==> src/rtl/plncpu_pkg.sv <==
// Shared types and constants for the program-memory arbiter (pmem_arbiter).
package plncpu_pkg;

    typedef enum logic [1:0] {
        IDLE   = 2'd0,
        ACCESS = 2'd1,
        WAIT   = 2'd2,
        RESP   = 2'd3
    } pmem_state_t;

    localparam logic OWNER_CPU = 1'b0;
    localparam logic OWNER_DBG = 1'b1;

    localparam int DEF_DATA_W = 16;
    localparam int DEF_ADDR_W = 16;
    localparam int WAIT_CNT_W = 3;

endpackage

==> src/rtl/pmem_arbiter_if.sv <==
// Bundle of the two requester ports and the RAM port around pmem_arbiter.
// slave is the arbiter's view; master is the requester/RAM side.
interface pmem_arbiter_if
    import plncpu_pkg::*;
#(
    parameter int DATA_W = DEF_DATA_W,
    parameter int ADDR_W = DEF_ADDR_W
);
    logic              cpu_req;
    logic              cpu_we;
    logic [ADDR_W-1:0] cpu_addr;
    logic [DATA_W-1:0] cpu_wdata;
    logic              cpu_gnt;
    logic              cpu_rvalid;
    logic [DATA_W-1:0] cpu_rdata;

    logic              dbg_req;
    logic              dbg_we;
    logic [ADDR_W-1:0] dbg_addr;
    logic [DATA_W-1:0] dbg_wdata;
    logic              dbg_gnt;
    logic              dbg_rvalid;
    logic [DATA_W-1:0] dbg_rdata;

    logic [ADDR_W-1:0] mem_addr;
    logic [DATA_W-1:0] mem_wdata;
    logic              mem_we;
    logic [DATA_W-1:0] mem_rdata;
    logic              busy;

    modport slave (
        input  cpu_req, cpu_we, cpu_addr, cpu_wdata,
        input  dbg_req, dbg_we, dbg_addr, dbg_wdata,
        input  mem_rdata,
        output cpu_gnt, cpu_rvalid, cpu_rdata,
        output dbg_gnt, dbg_rvalid, dbg_rdata,
        output mem_addr, mem_wdata, mem_we, busy
    );

    modport master (
        output cpu_req, cpu_we, cpu_addr, cpu_wdata,
        output dbg_req, dbg_we, dbg_addr, dbg_wdata,
        output mem_rdata,
        input  cpu_gnt, cpu_rvalid, cpu_rdata,
        input  dbg_gnt, dbg_rvalid, dbg_rdata,
        input  mem_addr, mem_wdata, mem_we, busy
    );

endinterface

==> src/rtl/pmem_arb_pick.sv <==
// Combinational winner select for pmem_arbiter.
// PMEM_ARB_ROUND_ROBIN_EN: ties go to the requester that did not win last; otherwise CPU wins ties.
module pmem_arb_pick
    import plncpu_pkg::*;
(
    input  logic cpu_req,
    input  logic dbg_req,
    input  logic last_winner,
    output logic grant_valid,
    output logic owner
);

    assign grant_valid = cpu_req | dbg_req;

`ifdef PMEM_ARB_ROUND_ROBIN_EN
    always_comb begin
        owner = cpu_req ? OWNER_CPU : OWNER_DBG;
        if (cpu_req && dbg_req) begin
            owner = (last_winner == OWNER_CPU) ? OWNER_DBG : OWNER_CPU;
        end
    end
`else
    // Fixed priority has no history; last_winner is intentionally ignored.
    logic unused_last_winner;
    assign unused_last_winner = last_winner;
    assign owner = cpu_req ? OWNER_CPU : OWNER_DBG;
`endif

endmodule

==> src/rtl/pmem_arbiter.sv <==
// Two-requester arbiter/sequencer for the single-port program RAM with a fixed read wait.
// Optional macro PMEM_ARB_ROUND_ROBIN_EN selects round-robin tie breaking (default: CPU priority).
module pmem_arbiter
    import plncpu_pkg::*;
#(
    parameter int DATA_W     = DEF_DATA_W,
    parameter int ADDR_W     = DEF_ADDR_W,
    parameter int RD_LATENCY = 2
)
(
    input  logic          clk,
    input  logic          rst_n,
    pmem_arbiter_if.slave bus
);

    if (RD_LATENCY < 1 || RD_LATENCY > 7) begin : g_bad_rd_latency
        $error("pmem_arbiter: RD_LATENCY must be in 1..7");
    end

    // ACCESS already counts as the first cycle of address presentation.
    localparam logic [WAIT_CNT_W-1:0] WAIT_INIT =
        (RD_LATENCY >= 2) ? WAIT_CNT_W'(RD_LATENCY - 2) : '0;

    pmem_state_t             state_q;
    logic                    owner_q;
    logic                    we_q;
    logic [WAIT_CNT_W-1:0]   cnt_q;
    logic [ADDR_W-1:0]       mem_addr_q;
    logic [DATA_W-1:0]       mem_wdata_q;
    logic                    mem_we_q;
    logic                    cpu_gnt_q, dbg_gnt_q;
    logic                    cpu_rvalid_q, dbg_rvalid_q;
    logic [DATA_W-1:0]       cpu_rdata_q, dbg_rdata_q;
    logic                    busy_q;

    logic                    grant_valid_d;
    logic                    owner_d;
    logic                    last_winner;
    logic                    sel_we;
    logic [ADDR_W-1:0]       sel_addr;
    logic [DATA_W-1:0]       sel_wdata;

`ifdef PMEM_ARB_ROUND_ROBIN_EN
    logic last_winner_q;

    always_ff @(posedge clk or negedge rst_n) begin
        if (!rst_n) begin
            last_winner_q <= OWNER_DBG;
        end else if (state_q == IDLE && grant_valid_d) begin
            last_winner_q <= owner_d;
        end
    end

    assign last_winner = last_winner_q;
`else
    assign last_winner = OWNER_DBG;
`endif

    pmem_arb_pick u_pick (
        .cpu_req     (bus.cpu_req),
        .dbg_req     (bus.dbg_req),
        .last_winner (last_winner),
        .grant_valid (grant_valid_d),
        .owner       (owner_d)
    );

    assign sel_we    = (owner_d == OWNER_CPU) ? bus.cpu_we    : bus.dbg_we;
    assign sel_addr  = (owner_d == OWNER_CPU) ? bus.cpu_addr  : bus.dbg_addr;
    assign sel_wdata = (owner_d == OWNER_CPU) ? bus.cpu_wdata : bus.dbg_wdata;

    always_ff @(posedge clk or negedge rst_n) begin
        if (!rst_n) begin
            state_q      <= IDLE;
            owner_q      <= OWNER_CPU;
            we_q         <= 1'b0;
            cnt_q        <= '0;
            mem_addr_q   <= '0;
            mem_wdata_q  <= '0;
            mem_we_q     <= 1'b0;
            cpu_gnt_q    <= 1'b0;
            dbg_gnt_q    <= 1'b0;
            cpu_rvalid_q <= 1'b0;
            dbg_rvalid_q <= 1'b0;
            cpu_rdata_q  <= '0;
            dbg_rdata_q  <= '0;
            busy_q       <= 1'b0;
        end else begin
            // Pulse outputs default low; only the transition that owns them raises them.
            cpu_gnt_q    <= 1'b0;
            dbg_gnt_q    <= 1'b0;
            mem_we_q     <= 1'b0;
            cpu_rvalid_q <= 1'b0;
            dbg_rvalid_q <= 1'b0;
            case (state_q)
                IDLE: begin
                    if (grant_valid_d) begin
                        owner_q     <= owner_d;
                        we_q        <= sel_we;
                        mem_addr_q  <= sel_addr;
                        mem_wdata_q <= sel_wdata;
                        mem_we_q    <= sel_we;
                        cpu_gnt_q   <= (owner_d == OWNER_CPU);
                        dbg_gnt_q   <= (owner_d == OWNER_DBG);
                        busy_q      <= 1'b1;
                        state_q     <= ACCESS;
                    end
                end
                ACCESS: begin
                    if (we_q) begin
                        busy_q  <= 1'b0;
                        state_q <= IDLE;
                    end else if (RD_LATENCY == 1) begin
                        if (owner_q == OWNER_CPU) begin
                            cpu_rdata_q  <= bus.mem_rdata;
                            cpu_rvalid_q <= 1'b1;
                        end else begin
                            dbg_rdata_q  <= bus.mem_rdata;
                            dbg_rvalid_q <= 1'b1;
                        end
                        state_q <= RESP;
                    end else begin
                        cnt_q   <= WAIT_INIT;
                        state_q <= WAIT;
                    end
                end
                WAIT: begin
                    if (cnt_q == '0) begin
                        if (owner_q == OWNER_CPU) begin
                            cpu_rdata_q  <= bus.mem_rdata;
                            cpu_rvalid_q <= 1'b1;
                        end else begin
                            dbg_rdata_q  <= bus.mem_rdata;
                            dbg_rvalid_q <= 1'b1;
                        end
                        state_q <= RESP;
                    end else begin
                        cnt_q <= cnt_q - 1'b1;
                    end
                end
                RESP: begin
                    busy_q  <= 1'b0;
                    state_q <= IDLE;
                end
                default: begin
                    busy_q  <= 1'b0;
                    state_q <= IDLE;
                end
            endcase
        end
    end

    assign bus.cpu_gnt    = cpu_gnt_q;
    assign bus.dbg_gnt    = dbg_gnt_q;
    assign bus.cpu_rvalid = cpu_rvalid_q;
    assign bus.dbg_rvalid = dbg_rvalid_q;
    assign bus.cpu_rdata  = cpu_rdata_q;
    assign bus.dbg_rdata  = dbg_rdata_q;
    assign bus.mem_addr   = mem_addr_q;
    assign bus.mem_wdata  = mem_wdata_q;
    assign bus.mem_we     = mem_we_q;
    assign bus.busy       = busy_q;

endmodule
==> src/flat_wrapper.sv <==
// flat-port wrapper written by rule: the top's interface ports become plain ports
module pmem_arbiter_flat import plncpu_pkg::*;
#(
    parameter int DATA_W     = DEF_DATA_W,
    parameter int ADDR_W     = DEF_ADDR_W,
    parameter int RD_LATENCY = 2
)
  (clk, rst_n, bus_cpu_req, bus_cpu_we, bus_cpu_addr, bus_cpu_wdata, bus_dbg_req, bus_dbg_we, bus_dbg_addr, bus_dbg_wdata, bus_mem_rdata, bus_cpu_gnt, bus_cpu_rvalid, bus_cpu_rdata, bus_dbg_gnt, bus_dbg_rvalid, bus_dbg_rdata, bus_mem_addr, bus_mem_wdata, bus_mem_we, bus_busy);
  pmem_arbiter_if #(.DATA_W(DATA_W), .ADDR_W(ADDR_W)) bus_i ();
  input  logic clk;
  input  logic rst_n;
  input wire logic [$bits(bus_i.cpu_req)-1:0] bus_cpu_req;
  input wire logic [$bits(bus_i.cpu_we)-1:0] bus_cpu_we;
  input wire logic [$bits(bus_i.cpu_addr)-1:0] bus_cpu_addr;
  input wire logic [$bits(bus_i.cpu_wdata)-1:0] bus_cpu_wdata;
  input wire logic [$bits(bus_i.dbg_req)-1:0] bus_dbg_req;
  input wire logic [$bits(bus_i.dbg_we)-1:0] bus_dbg_we;
  input wire logic [$bits(bus_i.dbg_addr)-1:0] bus_dbg_addr;
  input wire logic [$bits(bus_i.dbg_wdata)-1:0] bus_dbg_wdata;
  input wire logic [$bits(bus_i.mem_rdata)-1:0] bus_mem_rdata;
  output wire logic [$bits(bus_i.cpu_gnt)-1:0] bus_cpu_gnt;
  output wire logic [$bits(bus_i.cpu_rvalid)-1:0] bus_cpu_rvalid;
  output wire logic [$bits(bus_i.cpu_rdata)-1:0] bus_cpu_rdata;
  output wire logic [$bits(bus_i.dbg_gnt)-1:0] bus_dbg_gnt;
  output wire logic [$bits(bus_i.dbg_rvalid)-1:0] bus_dbg_rvalid;
  output wire logic [$bits(bus_i.dbg_rdata)-1:0] bus_dbg_rdata;
  output wire logic [$bits(bus_i.mem_addr)-1:0] bus_mem_addr;
  output wire logic [$bits(bus_i.mem_wdata)-1:0] bus_mem_wdata;
  output wire logic [$bits(bus_i.mem_we)-1:0] bus_mem_we;
  output wire logic [$bits(bus_i.busy)-1:0] bus_busy;
  assign bus_i.cpu_req = bus_cpu_req;
  assign bus_i.cpu_we = bus_cpu_we;
  assign bus_i.cpu_addr = bus_cpu_addr;
  assign bus_i.cpu_wdata = bus_cpu_wdata;
  assign bus_i.dbg_req = bus_dbg_req;
  assign bus_i.dbg_we = bus_dbg_we;
  assign bus_i.dbg_addr = bus_dbg_addr;
  assign bus_i.dbg_wdata = bus_dbg_wdata;
  assign bus_i.mem_rdata = bus_mem_rdata;
  assign bus_cpu_gnt = bus_i.cpu_gnt;
  assign bus_cpu_rvalid = bus_i.cpu_rvalid;
  assign bus_cpu_rdata = bus_i.cpu_rdata;
  assign bus_dbg_gnt = bus_i.dbg_gnt;
  assign bus_dbg_rvalid = bus_i.dbg_rvalid;
  assign bus_dbg_rdata = bus_i.dbg_rdata;
  assign bus_mem_addr = bus_i.mem_addr;
  assign bus_mem_wdata = bus_i.mem_wdata;
  assign bus_mem_we = bus_i.mem_we;
  assign bus_busy = bus_i.busy;
  pmem_arbiter #(.DATA_W(DATA_W), .ADDR_W(ADDR_W), .RD_LATENCY(RD_LATENCY)) u_core (.clk(clk), .rst_n(rst_n), .bus(bus_i));
endmodule
==> config.mk <==
export PLATFORM = sky130hd
export DESIGN_NAME = pmem_arbiter_flat
export DESIGN_NICKNAME = d
export VERILOG_FILES = /design/src/rtl/plncpu_pkg.sv /design/src/rtl/pmem_arbiter_if.sv /design/src/rtl/pmem_arb_pick.sv /design/src/rtl/pmem_arbiter.sv /design/src/flat_wrapper.sv
export SDC_FILE = /design/constraint.sdc
export NUM_CORES = 1
export LEC_CHECK = 0
export CORE_ASPECT_RATIO = 0.75
export CORE_MARGIN = 5
export CORE_UTILIZATION = 37
export DETAILED_ROUTE_END_ITERATION = 10
export GPL_TIMING_DRIVEN = 0
export PLACE_DENSITY = 0.76
export RECOVER_POWER = 25
export SYNTH_ARGS = -nofsm -noshare
export SYNTH_HDL_FRONTEND = slang
export SYNTH_SLANG_ARGS = --single-unit
==> constraint.sdc <==
create_clock -name clk -period 1.6 [get_ports clk]
set_input_delay 0.32 -clock clk [delete_from_list [all_inputs] [get_ports clk]]
set_output_delay 0.32 -clock clk [all_outputs]
set_load 0.03 [all_outputs]
=== After elaboration in Yosys (flattened, before gate mapping) ===
Cells that the tools add are included.

* Bits in registers: 77
* Input bits: 86
* Output and inout port bits: 70
* Logic and storage cells: 61

* Add/sub/neg operators: 1
* Equality and inequality tests: 8
* Muxes and demuxes: 26
* Bitwise operators: 2
* Reduce and logical (&&, ||, !) cells: 10

{| class="wikitable"
|+ Operator list
! operator !! count
|-
| $mux W16 || 2
|-
| $mux W1 || 16
|-
| $reduce_and A3 Y1 || 4
|-
| $pmux W2 S4 || 1
|-
| $mux W2 || 3
|-
| $mux W3 || 2
|-
| $ne A2 B1 Y1 const B || 3
|-
| $pmux W3 S2 || 1
|-
| $eq A2 B2 Y1 const B || 2
|-
| $ne A2 B2 Y1 const B || 2
|-
| $reduce_and A2 Y1 || 2
|-
| $logic_not A3 Y1 || 1
|-
| $pmux W1 S3 || 1
|-
| $reduce_bool A3 Y1 || 1
|-
| $sub A3 B1 Y3 const B || 1
|-
| $eq A2 B1 Y1 const B || 1
|-
| $logic_not A2 Y1 || 1
|-
| $reduce_bool A2 Y1 || 1
|-
| $not A1 Y1 || 1
|-
| $or A1 B1 Y1 || 1
|}

=== Depth between registers and ports, before layout ===
Gate-level depths: netlist of run 1.

* Depth after elaboration: 3
* Gate-level depth with buffers: 7
* Gate-level depth less buffers: 5

=== Modules after synthesis ===
A second synthesis of run 1 with hierarchy kept.

* Cell total of the unflattened synthesis: 262
* Area, all modules: 3256.9 µm²

{| class="wikitable"
|+ By module, submodules not included
! module !! instances !! cells each !! area each (µm²) !! sequential area each (µm²)
|-
| pmem_arbiter || 1 || 260 || 3246.9 || 1926.8
|-
| pmem_arb_pick || 1 || 2 || 10.0 || 0.0
|}

=== Worst setup path before layout of run 1 ===
Ideal clock, no wire load.

* Path kind: flip-flop to flip-flop
* Start: reg u_core.cnt_q[0]
* End: reg u_core.cpu_rdata_q[10], in the netlist u_core.bus.cpu_rdata[10]
* Setup time: 0.125 ns
* Data arrival time: 1.579 ns
* Required time: 1.475 ns
* Slack: -0.105 ns
* Cell stages (with the launch flop): 7
* Path buffers: 1
* Clock period less this slack: 1.705 ns
* Path through: dfrtp_1 > inv_1 > ha_1 > nand2b_4 > nor3b_4 > buf_12 > mux2_4

* Longest elaborated chain between the ends: 2

{| class="wikitable"
|+ RTL lines
! what !! RTL line !! text
|-
| start: declaration || pmem_arbiter.sv:27 || <nowiki>logic [WAIT_CNT_W-1:0] cnt_q;</nowiki>
|-
| start signal: assignment || pmem_arbiter.sv:137 || <nowiki>cnt_q <= cnt_q - 1'b1;</nowiki>
|-
| $logic_not A3 Y1 || pmem_arbiter.sv:127 || <nowiki>if (cnt_q == '0) begin</nowiki>
|-
| $reduce_and A3 Y1 (no source line) || n/a ||
|-
| end signal: assignment || pmem_arbiter.sv:114 || <nowiki>cpu_rdata_q <= bus.mem_rdata;</nowiki>
|-
| end signal: assignment || pmem_arbiter.sv:129 || <nowiki>cpu_rdata_q <= bus.mem_rdata;</nowiki>
|-
| end: declaration || pmem_arbiter.sv:33 || <nowiki>logic [DATA_W-1:0] cpu_rdata_q, dbg_rdata_q;</nowiki>
|}

No other way between the ends.
A chain may end at the register's enable or synchronous reset.

=== Worst setup path in the final report of run 1 ===
* Start: reg u_core.cnt_q[1]
* End: reg u_core.cpu_rdata_q[6], in the netlist u_core.bus.cpu_rdata[6]

Same word-level chain as after synthesis.

==> out/results.ini, run 1 <==
[sta]
clock_skew_ns = 0.006783
clock.fmax_mhz = 598.1
slew-limit-headroom = 0.4006
hold_viol = 0
final.setup.tns_ns = -0.3082
rsz0062_at_grt = true
tightest_slew_ns = 0.8991
worst_slack_ns = -0.07184
finalSetupViolCount = 6
min_period_ns = 1.672
slew_viol_final = 0
period_share = 1.045
holdWs_ns = 0.4462

[critical_path]
critPathMaxStageDelay_ns = 0.40
cp_max_fo = 5
setup.worst_path.start_class = flip-flop
worst_ep_required_time_ns = 1.81
path_cells = inv_2 > ha_4 > nand2b_4 > nor3b_4 > buf_6 > buf_12 > buf_12 > mux2_4
crit_type = flip-flop to flip-flop
regToRegStartpoint = u_core.cnt_q[1]
crit_start = u_core.cnt_q[1]
crit_family = buffers and inverters
cp-end-kind = flip-flop
cp_num_buf_inv = 4
critPathArrivalTime_ns = 1.88
crit_slowest_cell = dfrtp_1
cpMostUsedCell = buf_12

[logic_synthesis]
postSynthCellCount = 265
synth_area_per_cell_sq_um = 12.80
synth_seq_cells = 77
ys_warn_count = 0
seq_area_frac_synth = 0.5681
synth.distinct_cells = 33
syn_nets = 359
mappedNetlistArea_sq_um = 3392

[drt]
wl_mm = 9.695
vias_per_cell = 4.853
drt_iter0_drc = 150
drc = 0
postRouteAntennaNets = 0
dr_total_vias = 2771
dr.pass1.iters = 4
wl_per_cell_microns = 16.98

[placement]
dp.cells = 532
place_worst_setup_slack_ns = -0.4550
place_hpwl_mm = 7.054
gp_congestion = 0.7592
portBuffers = 154
post_dp_cell_area_sq_um = 5111

[die]
start_util = 0.3765
ioPinCount = 156
die_x_microns = 120.6
die_h_microns = 92.92
coreArea_sq_um = 9009
rows = 30
dieArea_sq_um = 11200

[grt]
use_met1 = 0.2025
grt_use_total = 0.1701
grt_max_degree = 46
antenna_found_initial = 0
grt-ovfl-total = 0
use_met3 = 0.07753
grt_pass1_wl_mm = 14.85
grt_pass1_vias = 2931
met2_usage = 0.2813
top_usage_layer = met2

[finish]
fin_area_sq_um = 5665
nFillCells = 733
drive_gt1_frac = 0.2222
area_growth_pct = 67.02
mostFrequentLayoutCells = clkdlybuf4s50_1, dfrtp_1, dlygate4sd2_1
instances_no_fill = 571
finalNetCount = 548
antenna_cells = 0
final_core_util = 0.6289
final_common_cell = clkdlybuf4s50_1

[cts]
clock_path_buffers = 2
clock_latency_ns = 0.33
numCtsBuffers = 9
root_buffer = clkbuf_16
cts.clk_slew.worst_paths_ns = 0.06
cts_tree = done
clkSinkCount = 77
htree_num_levels = 3

[job]
maxCapViolCount = 0

[pwr]
power_density_nw_per_um2 = 1944
p_leak_nw = 2.717
peakVddDrop_mv = 0.8260
finalPower_mw = 11.01

[worst_hold_path]
min_from = bus_cpu_req
min_path_type = input port to flip-flop

[status]
outcome = complete, but fails checks
violations = negative setup slack

[layer usage]
metal,wire [microns],vias to the layer above
met5,0,-
li1,-,1310
met4,68,0
met3,1022,9
met1,4043,1327
met2,4561,125
[synthesized netlist by cell type]
library cell	count	area, sq um
a211oi_1	1	7.510
a21bo_2	1	10.01
a21o_1	1	7.510
a21oi_1	3	15.01
and2_1	1	6.260
and2b_1	1	7.510
buf_12	1	20.02
buf_2	6	30.03
buf_4	4	30.03
buf_6	1	11.26
clkbuf_1	2	7.510
dfrtp_1	77	1927
ha_1	8	100.1
inv_1	5	18.77
mux2_2	24	270.3
mux2_4	9	135.1
mux2i_1	33	330.3
nand2_1	36	135.1
nand2b_4	1	13.76
nand3_1	3	15.01
nand3_4	1	17.52
nand4bb_1	1	11.26
nor2_1	3	11.26
nor2b_1	1	6.260
nor3b_2	1	12.51
nor3b_4	1	18.77
o21ai_0	33	165.2
o221ai_1	1	8.760
o22ai_1	1	6.260
o31ai_1	1	7.510
o32a_1	1	10.01
o41ai_1	1	8.760
or4b_1	1	10.01
[flip-flops by register name, summed over array words and instances (netlist names), 3 cells and up, named ones only]
register              flops
u_core.bus.cpu_rdata     16
u_core.cnt_q              3
u_core.bus.mem_wdata     16
u_core.bus.dbg_rdata     16
u_core.bus.mem_addr      16
[report_power, final]
group | total, mW | leakage, nW | switching, mW | internal, mW
Combinational | 5.61 | 1.63 | 3.26 | 2.35
Clock | 2.07 | 0.142 | 0.810 | 1.26
Sequential | 3.33 | 0.941 | 0.471 | 2.86
[area by class of cell]
| type | count | area, sq um | area share |
|---|---|---|---|
| Inverter | 5 | 18.77 | 0.003313 |
| Tap cell | 112 | 140.1 | 0.02473 |
| Clock inverter | 6 | 70.07 | 0.01237 |
| Timing Repair Buffer | 178 | 1727 | 0.3048 |
| Buffer | 14 | 112.6 | 0.01988 |
| Multi-Input combinational cell | 169 | 1431 | 0.2526 |
| Clock buffer | 10 | 239.0 | 0.04218 |
| Sequential cell | 77 | 1927 | 0.3401 |
[cell families after synthesis]
family / Yosys count / share of synthesized area
AOI/OAI and AO/OA: 44 / 0.07267
adders and majority gates: 8 / 0.02951
buffers and inverters: 19 / 0.03468
DFF: 77 / 0.5681
muxes: 66 / 0.2169
and+or+nand+nor: 51 / 0.07820
[final timing paths]
path	cells past startpoint	end	slack [ns]
worst min-delay path	3	u_core.bus.mem_we	0.45
max in group asynchronous	3	u_core.cnt_q[2]	0.24
min in group asynchronous	2	u_core.bus.cpu_rdata[1]	0.65
worst max register to register	8	u_core.bus.cpu_rdata[6]	-0.07
worst max-delay path	8	u_core.bus.cpu_rdata[6]	-0.07
worst min register to register	2	u_core.bus.mem_wdata[9]	0.47
[timing repair]
item | 4_1_cts | 5_1_grt
hold endpoints to repair | 32 | 0
cloned | 1 | 1
gates resized for setup | 80 | 21
hold buffers | 1 | 0
pin swaps | 2 | 1
setup endpoints to repair | 130 | 34
setup buffers | 14 | 8
[worst min-delay path, delay by kind of cell]
kind / cells / cell delay, ns
multiplexers: 1 / 0.16
AND/OR/NAND/NOR: 1 / 0.07
buffers and inverters: 1 / 0.18
No activity file was read; power rests on OpenSTA's default activity.
==> run 2, diff against run 1 <==
--- a/config.mk
+++ b/config.mk
@@ -9,6 +9,5 @@
 export CORE_MARGIN = 5
-export CORE_UTILIZATION = 37
+export CORE_UTILIZATION = 45
 export DETAILED_ROUTE_END_ITERATION = 10
-export GPL_TIMING_DRIVEN = 0
-export PLACE_DENSITY = 0.76
+export PLACE_DENSITY = 0.86
 export RECOVER_POWER = 25
==> constraint.sdc (replaced) <==
create_clock -name clk -period 2.2 [get_ports clk]
set_input_delay 0.44 -clock clk [delete_from_list [all_inputs] [get_ports clk]]
set_output_delay 0.44 -clock clk [all_outputs]
set_load 0.02 [all_outputs]
==> run 2 against run 1 <==
  * The run now ends clean
  * Sequential power is 26% lower
  * Die area shrank 16%
  * Critical endpoint is now bus_cpu_rdata[14]
  * Combinational power fell by 36%
  * Largest cell class unchanged
  * Design area decreased by 7.3%
==> out/results.ini, run 2 (synthesis results as in run 1) <==
[cts]
root_buffer = clkbuf_8
cts_setup_buffers = 0
cts.clk_slew.worst_paths_ns = 0.08
htree_num_levels = 3
cts_hold_buffers = 0
cts_resized = 0
cts_tree = done
clkSinkCount = 77
numCtsBuffers = 9
clock_path_buffers = 2
clock_latency_ns = 0.34

[grt]
grt-ovfl-total = 0
grt_max_degree = 43
antenna_found_initial = 0
grt_use_total = 0.1922
grt_pass1_wl_mm = 13.97
grt_pass1_vias = 2797

[sta]
tightest_slew_ns = 0.9297
rsz0062_at_grt = false
hold_viol = 0
clock_skew_ns = 0.006742
finalSetupViolCount = 0
final.setup.tns_ns = 0
min_period_ns = 1.804
slew-limit-headroom = 0.3802
slew_viol_final = 0
clock.fmax_mhz = 554.3
period_share = 0.8201

[drt]
vias_per_cell = 4.883
drc = 0
wl_mm = 8.793
dr.pass1.iters = 4
dr_total_vias = 2588
wl_per_cell_microns = 16.59
postRouteAntennaNets = 0
drt_iter0_drc = 76

[pwr]
p_leak_nw = 2.312
peakVddDrop_mv = 0.5719
power_density_nw_per_um2 = 1366

[die]
rows = 27
dieArea_sq_um = 9392
die_h_microns = 85.19
die_x_microns = 110.3
coreArea_sq_um = 7331
ioPinCount = 156
start_util = 0.4627

[status]
outcome = finished, final reports clean

[finish]
drive_gt1_frac = 0.1469
mostFrequentLayoutCells = clkdlybuf4s50_1, dfrtp_1, nand2_1
seqCellArea_sq_um = 1927
final_common_cell = clkdlybuf4s50_1
antenna_cells = 0
area_growth_pct = 54.81
nFillCells = 529
fin_area_sq_um = 5251
finalNetCount = 518
multiInputGateArea_sq_um = 1359

[critical_path]
cp-end-kind = output pin
path_cells = clkdlybuf4s50_1
setup.worst_path.start_class = flip-flop
cp_num_buf_inv = 1
critPathArrivalTime_ns = 1.36
worst_ep_required_time_ns = 1.76
crit_type = flip-flop to output pin
critPathMaxStageDelay_ns = 0.63
cp_max_fo = 2
crit_family = buffers and inverters
crit_slowest_cell = clkdlybuf4s50_1

[worst_hold_path]
min_path_type = input port to async pin

[placement]
gp_congestion = 0.7679
portBuffers = 155
place_hpwl_mm = 6.984
post_dp_cell_area_sq_um = 5040

[job]
maxCapViolCount = 0

-- run 2: changes by cell type in the layout (fill, tap and decap cells not counted), moves of 3 or more --
cell             delta
clkdlybuf4s50_1    +70
dlygate4sd2_1      -70
buf_4              -14
clkbuf_16          -10
mux2_2             +10
mux2_4             -10
clkbuf_8            +8
buf_12              -4
inv_1               +4
inv_2               -4
buf_2               -3
buf_6               -3
-- run 2: power breakdown --
part	internal, mW	switching [mW]	total, mW	leakage (nW)
combinational	1.81	1.76	3.57	1.26
sequential	2.08	0.388	2.47	0.941
clock	0.639	0.496	1.13	0.107
-- run 2: layout make-up --
class                           count  area share
Timing Repair Buffer              162      0.3059
Clock inverter                      6     0.01644
Inverter                            5    0.003574
Tap cell                          101     0.02406
Sequential cell                    77      0.3669
Clock buffer                       10     0.02430
Multi-Input combinational cell    169      0.2588
-- run 2: worst paths after layout --
path	to	start	depth (start not counted)	slack [ns]
min	u_core.bus.dbg_rdata[4]	rst_n	1	0.22
max reg2reg	u_core.bus.cpu_rdata[5]	u_core.cnt_q[1]	6	0.42
max in group asynchronous	u_core.bus.mem_addr[3]	rst_n	2	1.24
min reg2reg	u_core.bus.mem_wdata[2]	u_core.bus.mem_wdata[2]	2	0.48
max	bus_cpu_rdata[14]	u_core.bus.cpu_rdata[14]	1	0.40
min in group clk	u_core.bus.dbg_gnt	bus_cpu_req	2	0.47
-- run 2: through the flow --
stage                     instances  setup WS [ns]  total power, mW  hold slack (ns)    util
final                           530         0.3959            7.173           0.2248  0.7163
after CTS                       530         0.3778            7.264          0.04967  0.7167
after detailed placement        514         0.3233            6.101           0.4301  0.6875
after global routing            530         0.2940            7.625           0.2942  0.7163
after global placement          514         0.3470            5.965           0.4203  0.6875
after floorplan                 265         0.4954            4.318           0.1444       -
-- run 2: routing by layer --
| layer | routed length [microns] | global-route usage | share of wire | vias up |
|---|---|---|---|---|
| li1 | - | - | - | 1240 |
| met4 | 31 | 0.03356 | 0.0035 | 0 |
| met5 | 0 | 0 | 0 | - |
| met2 | 4096 | 0.3095 | 0.47 | 125 |
| met1 | 3626 | 0.2425 | 0.41 | 1218 |
| met3 | 1038 | 0.08669 | 0.12 | 5 |
